**src/rtl/edge_pkg.sv**
```systemverilog
// Shared types for the edge-magnitude pipeline: FSM state, stage record, default geometry.
// No logic; no latency.
// No flow control of its own.
package edge_pkg;

    localparam int DEF_IMG_WIDTH  = 640;
    localparam int DEF_IMG_HEIGHT = 480;

    // Wide enough for the sum of two gradients of up to 32 bits each.
    localparam int STAGE_SUM_W = 33;

    typedef enum logic {
        IDLE   = 1'b0,
        ACTIVE = 1'b1
    } state_t;

    typedef struct packed {
        logic                   valid;
        logic [STAGE_SUM_W-1:0] sum;
        logic                   border;
        logic                   last;
    } stage_t;

endpackage

```
**src/rtl/pixel_counter.sv**
```systemverilog
// Column/row position tracker with wrap, start-of-frame restart and last-pixel flags.
// Position is combinational from registered counters; advance takes effect next cycle.
// No backpressure: advances on every accepted pair.
module pixel_counter #(
    parameter int WIDTH  = 640,
    parameter int HEIGHT = 480,
    parameter int COL_W  = 10,
    parameter int ROW_W  = 9
) (
    input  logic             i_clk,
    input  logic             i_rst,
    input  logic             sof,
    input  logic             advance,
    output logic [COL_W-1:0] col,
    output logic [ROW_W-1:0] row,
    output logic             last,
    output logic             held_last
);

    localparam logic [COL_W-1:0] COL_MAX = COL_W'(WIDTH - 1);
    localparam logic [ROW_W-1:0] ROW_MAX = ROW_W'(HEIGHT - 1);

    logic [COL_W-1:0] col_q;
    logic [COL_W-1:0] col_nxt;
    logic [ROW_W-1:0] row_q;
    logic [ROW_W-1:0] row_nxt;

    // Start of frame overrides the stored position within the same cycle.
    assign col       = sof ? '0 : col_q;
    assign row       = sof ? '0 : row_q;
    assign last      = (col == COL_MAX) && (row == ROW_MAX);
    assign held_last = (col_q == COL_MAX) && (row_q == ROW_MAX);

    always_comb begin
        col_nxt = col;
        row_nxt = row;
        if (advance) begin
            if (col == COL_MAX) begin
                col_nxt = '0;
                row_nxt = (row == ROW_MAX) ? '0 : row + ROW_W'(1);
            end else begin
                col_nxt = col + COL_W'(1);
            end
        end
    end

    always_ff @(posedge i_clk or posedge i_rst) begin
        if (i_rst) begin
            col_q <= '0;
            row_q <= '0;
        end else begin
            col_q <= col_nxt;
            row_q <= row_nxt;
        end
    end

endmodule

```
**src/rtl/edge_magnitude.sv**
```systemverilog
// Edge magnitude |gx|+|gy| with saturation, optional binarisation and border blanking.
// Latency 2 cycles from accepted gradient pair to o_pix_valid; one output per pair.
// No backpressure: the pipeline advances every cycle; unpaired samples are dropped.
module edge_magnitude
    import edge_pkg::*;
#(
    parameter int IMG_WIDTH  = DEF_IMG_WIDTH,
    parameter int IMG_HEIGHT = DEF_IMG_HEIGHT,
    parameter int GRAD_WIDTH = 18,
    parameter int DATA_WIDTH = 12
) (
    input  logic                  i_clk,
    input  logic                  i_rst,
    input  logic                  i_sof,
    input  logic                  i_gx_valid,
    input  logic [GRAD_WIDTH-1:0] i_gx,
    input  logic                  i_gy_valid,
    input  logic [GRAD_WIDTH-1:0] i_gy,
    input  logic                  i_thresh_en,
    input  logic [DATA_WIDTH-1:0] i_threshold,
    output logic                  o_pix_valid,
    output logic [DATA_WIDTH-1:0] o_pix,
    output logic                  o_frame_done,
    output logic                  o_err
);

    localparam int COL_W = (IMG_WIDTH > 1) ? $clog2(IMG_WIDTH) : 1;
    localparam int ROW_W = (IMG_HEIGHT > 1) ? $clog2(IMG_HEIGHT) : 1;
    localparam logic [DATA_WIDTH-1:0] PIX_MAX = '1;

    state_t           state;
    state_t           state_nxt;
    logic             active;
    logic             pair;
    logic             accept;
    logic             err_nxt;
    logic [COL_W-1:0] col;
    logic [ROW_W-1:0] row;
    logic             last;
    logic             held_last;
    stage_t           s1;
    logic [DATA_WIDTH-1:0] sat;
    logic [DATA_WIDTH-1:0] pix_nxt;

    assign active = (state == ACTIVE);
    assign pair   = i_gx_valid & i_gy_valid;
    assign accept = pair & (active | i_sof);

    pixel_counter #(
        .WIDTH  (IMG_WIDTH),
        .HEIGHT (IMG_HEIGHT),
        .COL_W  (COL_W),
        .ROW_W  (ROW_W)
    ) u_pixel_counter (
        .i_clk     (i_clk),
        .i_rst     (i_rst),
        .sof       (i_sof),
        .advance   (accept),
        .col       (col),
        .row       (row),
        .last      (last),
        .held_last (held_last)
    );

    always_comb begin
        state_nxt = state;
        if (i_sof) begin
            state_nxt = (accept && last) ? IDLE : ACTIVE;
        end else if (active && accept && last) begin
            state_nxt = IDLE;
        end
    end

    // Sticky: a lone gradient sample or a restart before the frame's end.
    assign err_nxt = o_err
                   | (active & (i_gx_valid ^ i_gy_valid))
                   | (active & i_sof & ~held_last);

    always_ff @(posedge i_clk or posedge i_rst) begin
        if (i_rst) begin
            state <= IDLE;
            o_err <= 1'b0;
        end else begin
            state <= state_nxt;
            o_err <= err_nxt;
        end
    end

    always_ff @(posedge i_clk or posedge i_rst) begin
        if (i_rst) begin
            s1 <= '0;
        end else begin
            s1.valid  <= accept;
            s1.sum    <= STAGE_SUM_W'(i_gx) + STAGE_SUM_W'(i_gy);
            s1.border <= (32'(col) < 32'd2) || (32'(row) < 32'd2);
            s1.last   <= accept & last;
        end
    end

    assign sat = (s1.sum > STAGE_SUM_W'(PIX_MAX)) ? PIX_MAX : s1.sum[DATA_WIDTH-1:0];

    always_comb begin
        pix_nxt = sat;
        if (s1.border) begin
            pix_nxt = '0;
        end else if (i_thresh_en) begin
            pix_nxt = (sat >= i_threshold) ? PIX_MAX : '0;
        end
    end

    always_ff @(posedge i_clk or posedge i_rst) begin
        if (i_rst) begin
            o_pix_valid  <= 1'b0;
            o_pix        <= '0;
            o_frame_done <= 1'b0;
        end else begin
            o_pix_valid  <= s1.valid;
            o_pix        <= s1.valid ? pix_nxt : '0;
            o_frame_done <= s1.valid & s1.last;
        end
    end

endmodule
```
**config.mk**
```make
export PLATFORM = sky130hd
export DESIGN_NAME = edge_magnitude
export DESIGN_NICKNAME = d
export VERILOG_FILES = /design/src/rtl/edge_pkg.sv /design/src/rtl/pixel_counter.sv /design/src/rtl/edge_magnitude.sv
export SDC_FILE = /design/constraint.sdc
export NUM_CORES = 1
export LEC_CHECK = 0
export CORE_MARGIN = 2
export CORE_UTILIZATION = 42
export CTS_CLUSTER_DIAMETER = 100
export DETAILED_ROUTE_END_ITERATION = 7
export PLACE_DENSITY = 0.67
export SETUP_SLACK_MARGIN = 0.05
export SLEW_MARGIN = 40
export SYNTH_ARGS = -nofsm -noshare
export SYNTH_HDL_FRONTEND = slang
export SYNTH_SLANG_ARGS = --single-unit
```
**constraint.sdc**
```tcl
create_clock -name i_clk -period 6.93 [get_ports i_clk]
set_input_delay 1.386 -clock i_clk [delete_from_list [all_inputs] [get_ports i_clk]]
set_output_delay 1.386 -clock i_clk [all_outputs]
set_load 0.05 [all_outputs]
```
==> flow_metrics.py <==
metrics = {
    "synthesis": {
        "netlist_area_mm2": 0.003528,
        "synth_top_area_share_pct": 40.43,
        "syn_inst": 389,
        "synthTopCellsByCount": "dfrtp_1 (57), nor2_1 (44), ha_1 (33)",
        "syn_nets": 477,
        "ys_seq_area_share_pct": 40.43,
        "synth_edf_count": 0,
        "synth.distinct_cells": 46,
        "synth-main-ff-cell": "dfrtp_1",
        "synthMostInstantiatedCell": "dfrtp_1",
        "synth.ff_latch_count": 57,
        "syn_avg_cell_area_um2": 9.070,
        "yosysWarnings": 0,
        "synth_area_leaders": "dfrtp_1 (40%), ha_1 (12%), nor2_1 (4.7%)",
        "synth-async-reset-ratio_pct": 100.0,
        "yosysTopAreaCell": "dfrtp_1",
    },
    "routing": {
        "top_layer": "met4",
        "ant_nets": 0,
        "via_per_inst": 5.135,
        "wl_um": 7186,
        "wl_met1_um": 3419,
        "post_drt_wl_per_cell_um": 12.63,
        "drc_errors": 0,
        "wl_met2_um": 3287,
        "via_count": 2922,
        "drt_pre_antenna_iters": 4,
        "met3_length_um": 284,
        "drt_iter0_markers": 124,
    },
    "sta": {
        "finalHoldViolCount": 0,
        "fin_ws_ns": 3.384,
        "fin_crit_ns": 3.546,
        "setup_violations": 0,
        "whs_ns": 0.4111,
        "skew_ns": 0.006851,
        "timing.final.crit_share_pct": 51.17,
        "tns_ns": 0,
        "worstMarginPinSlew_ns": 0.6682,
        "slew_viol_final": 0,
        "rsz0062_at_grt": "false",
        "fmax_ghz": 0.2820,
        "relSlewSlack_pct": 55.46,
    },
    "critical_path": {
        "cp-start-kind": "input pin",
        "crit_type": "in2reg",
        "reg2reg_slack_ns": 4.15,
        "end_kind": "flop",
        "path_max_fanout": 4,
        "arrival_ns": 3.75,
        "worstPathRequired_ns": 7.14,
        "rr_worst_depth": 10,
    },
    "grt": {
        "grt_pass1_vias": 2852,
        "grt_overflow": 0,
        "grt_pass1_wl_um": 12580,
        "grt_max_degree": 58,
        "antenna_found_initial": 0,
        "grt_usage_pct": 17.54,
    },
    "floorplan": {
        "fp-row-count": 33,
        "die_w_um": 95.66,
        "io_pins": 69,
        "core_mm2": 0.008175,
        "start_util_pct": 43.16,
        "dieArea_mm2": 0.009150,
        "die_h_um": 95.66,
    },
    "hold_path": {
        "hp-class": "reg2reg",
        "worstHoldPathCells": 0,
    },
    "clock_network": {
        "cts_hold_buf": 0,
        "cts_tree": "yes",
        "path_clk_slew_ns": 0.06,
        "clk_latency_ns": 0.33,
        "clock_path_buffers": 2,
        "cts_max_level": 3,
        "cts-buffers-inserted": 9,
        "clock-root-buffer": "clkbuf_8",
        "cts_sinks": 57,
        "post_cts_buffers": 0,
        "cts-resized-gates": 0,
    },
    "final_layout": {
        "nNetsFinal": 547,
        "diodes": 0,
        "stdcell_count": 569,
        "syn_to_final_growth_pct": 27.91,
        "drive_gt1_share_pct": 8.405,
        "design_area_mm2": 0.004513,
    },
    "placed_design": {
        "place_inst": 553,
        "gp_congestion": 0.9390,
        "pre_cts_ws_ns": 2.686,
        "place_area_mm2": 0.004307,
        "numPortBuffers": 68,
        "hpwl_um": 5583,
    },
    "power": {
        "power_density_mw_per_mm2": 184.2,
        "power.leakage_uw": 0.002006,
        "vdd_drop_max_v": 0.00007618,
    },
    "run_status": {
        "outcome": "finished, final reports clean",
    },
    "run": {
        "cap_violations": 0,
    },
}
where the power goes:
part	leakage, uW	switching [uW]	total, uW	internal, uW
clock	0.000107	119	314	195
combinational	0.00117	74.1	148	73.6
sequential	0.000733	12.7	369	357
total	0.00201	206	831	625
flip-flops by register name, summed over array words and instances, names as in the netlist:
signal and flops:
u_pixel_counter.col_q 10, o_frame_done 1, o_pix 12, active 1, o_pix_valid 1, s1 22, o_err 1, u_pixel_counter.row_q 9
routing by layer:
metal  GRT usage, %  vias up
li1               -     1498
met1          23.53     1344
met2          27.86       65
met3          2.530       15
met4          8.333        0
met5              0        -
cell type report:
cell class / instances / area (um^2)
sequential: 57 / 1426
inverter: 24 / 92.59
multi-input combinational: 299 / 1979
clock inverter: 2 / 35.03
fill: 769 / 3662
tap: 105 / 131.4
clock buffer: 14 / 172.7
timing repair buffer: 68 / 675.6
cell families (layout without fill, tap and decap cells):
family                   count (synthesis)  count (layout)  synth area share, %
flip-flops                              57              57                40.43
multiplexers                             2               2               0.5674
adder cells (fa/ha/maj)                 34              34                12.27
AND/OR/NAND/NOR                        165             165                23.83
XOR/XNOR                                22              22                5.461
AO/OA/AOI/OAI                           76              76                13.87
buffers and inverters                   33             108                3.582
final timing paths:
kind                                                      end              from
setup / recovery                             s1[14]$_DFF_PP0_           i_gx[0]
hold / removal                          o_pix_valid$_DFF_PP0_  s1[35]$_DFF_PP0_
setup reg to reg                           o_pix[3]$_DFF_PP0_  s1[18]$_DFF_PP0_
hold reg to reg                         o_pix_valid$_DFF_PP0_  s1[35]$_DFF_PP0_
max in group asynchronous  u_pixel_counter.col_q[3]$_DFF_PP0_             i_rst
min in group asynchronous  u_pixel_counter.row_q[2]$_DFF_PP0_             i_rst
placed cells by master, fill, tap and decap left out, types with 12 or more instances in the layout:
cell,count
clkdlybuf4s50_1,67
nor2b_1,12
ha_1,33
inv_1,23
a21o_1,13
nor3_1,21
clkbuf_8,12
o21ai_0,15
a21oi_1,27
or2_2,14
nand2_1,32
nor2_1,44
dfrtp_1,57
stage by stage:
step / power [uW] / util, %
finish: 831.3 / 55.20
global route: 875.5 / 55.20
CTS: 839.2 / 55.22
detailed placement: 523.0 / 52.68
global placement: 519.7 / 52.65
floorplan: 464.4 / -
critical path, stage by stage:
cell             delay (ns)
clkdlybuf4s50_1        0.46
ha_1                   0.17
inv_1                  0.06
fa_1                   0.39
nor2b_1                0.16
o31a_1                 0.19
a41o_2                 0.29
a31oi_4                0.12
o211ai_1               0.17
or3b_1                 0.36
No activity file was read; power rests on OpenSTA's default activity.
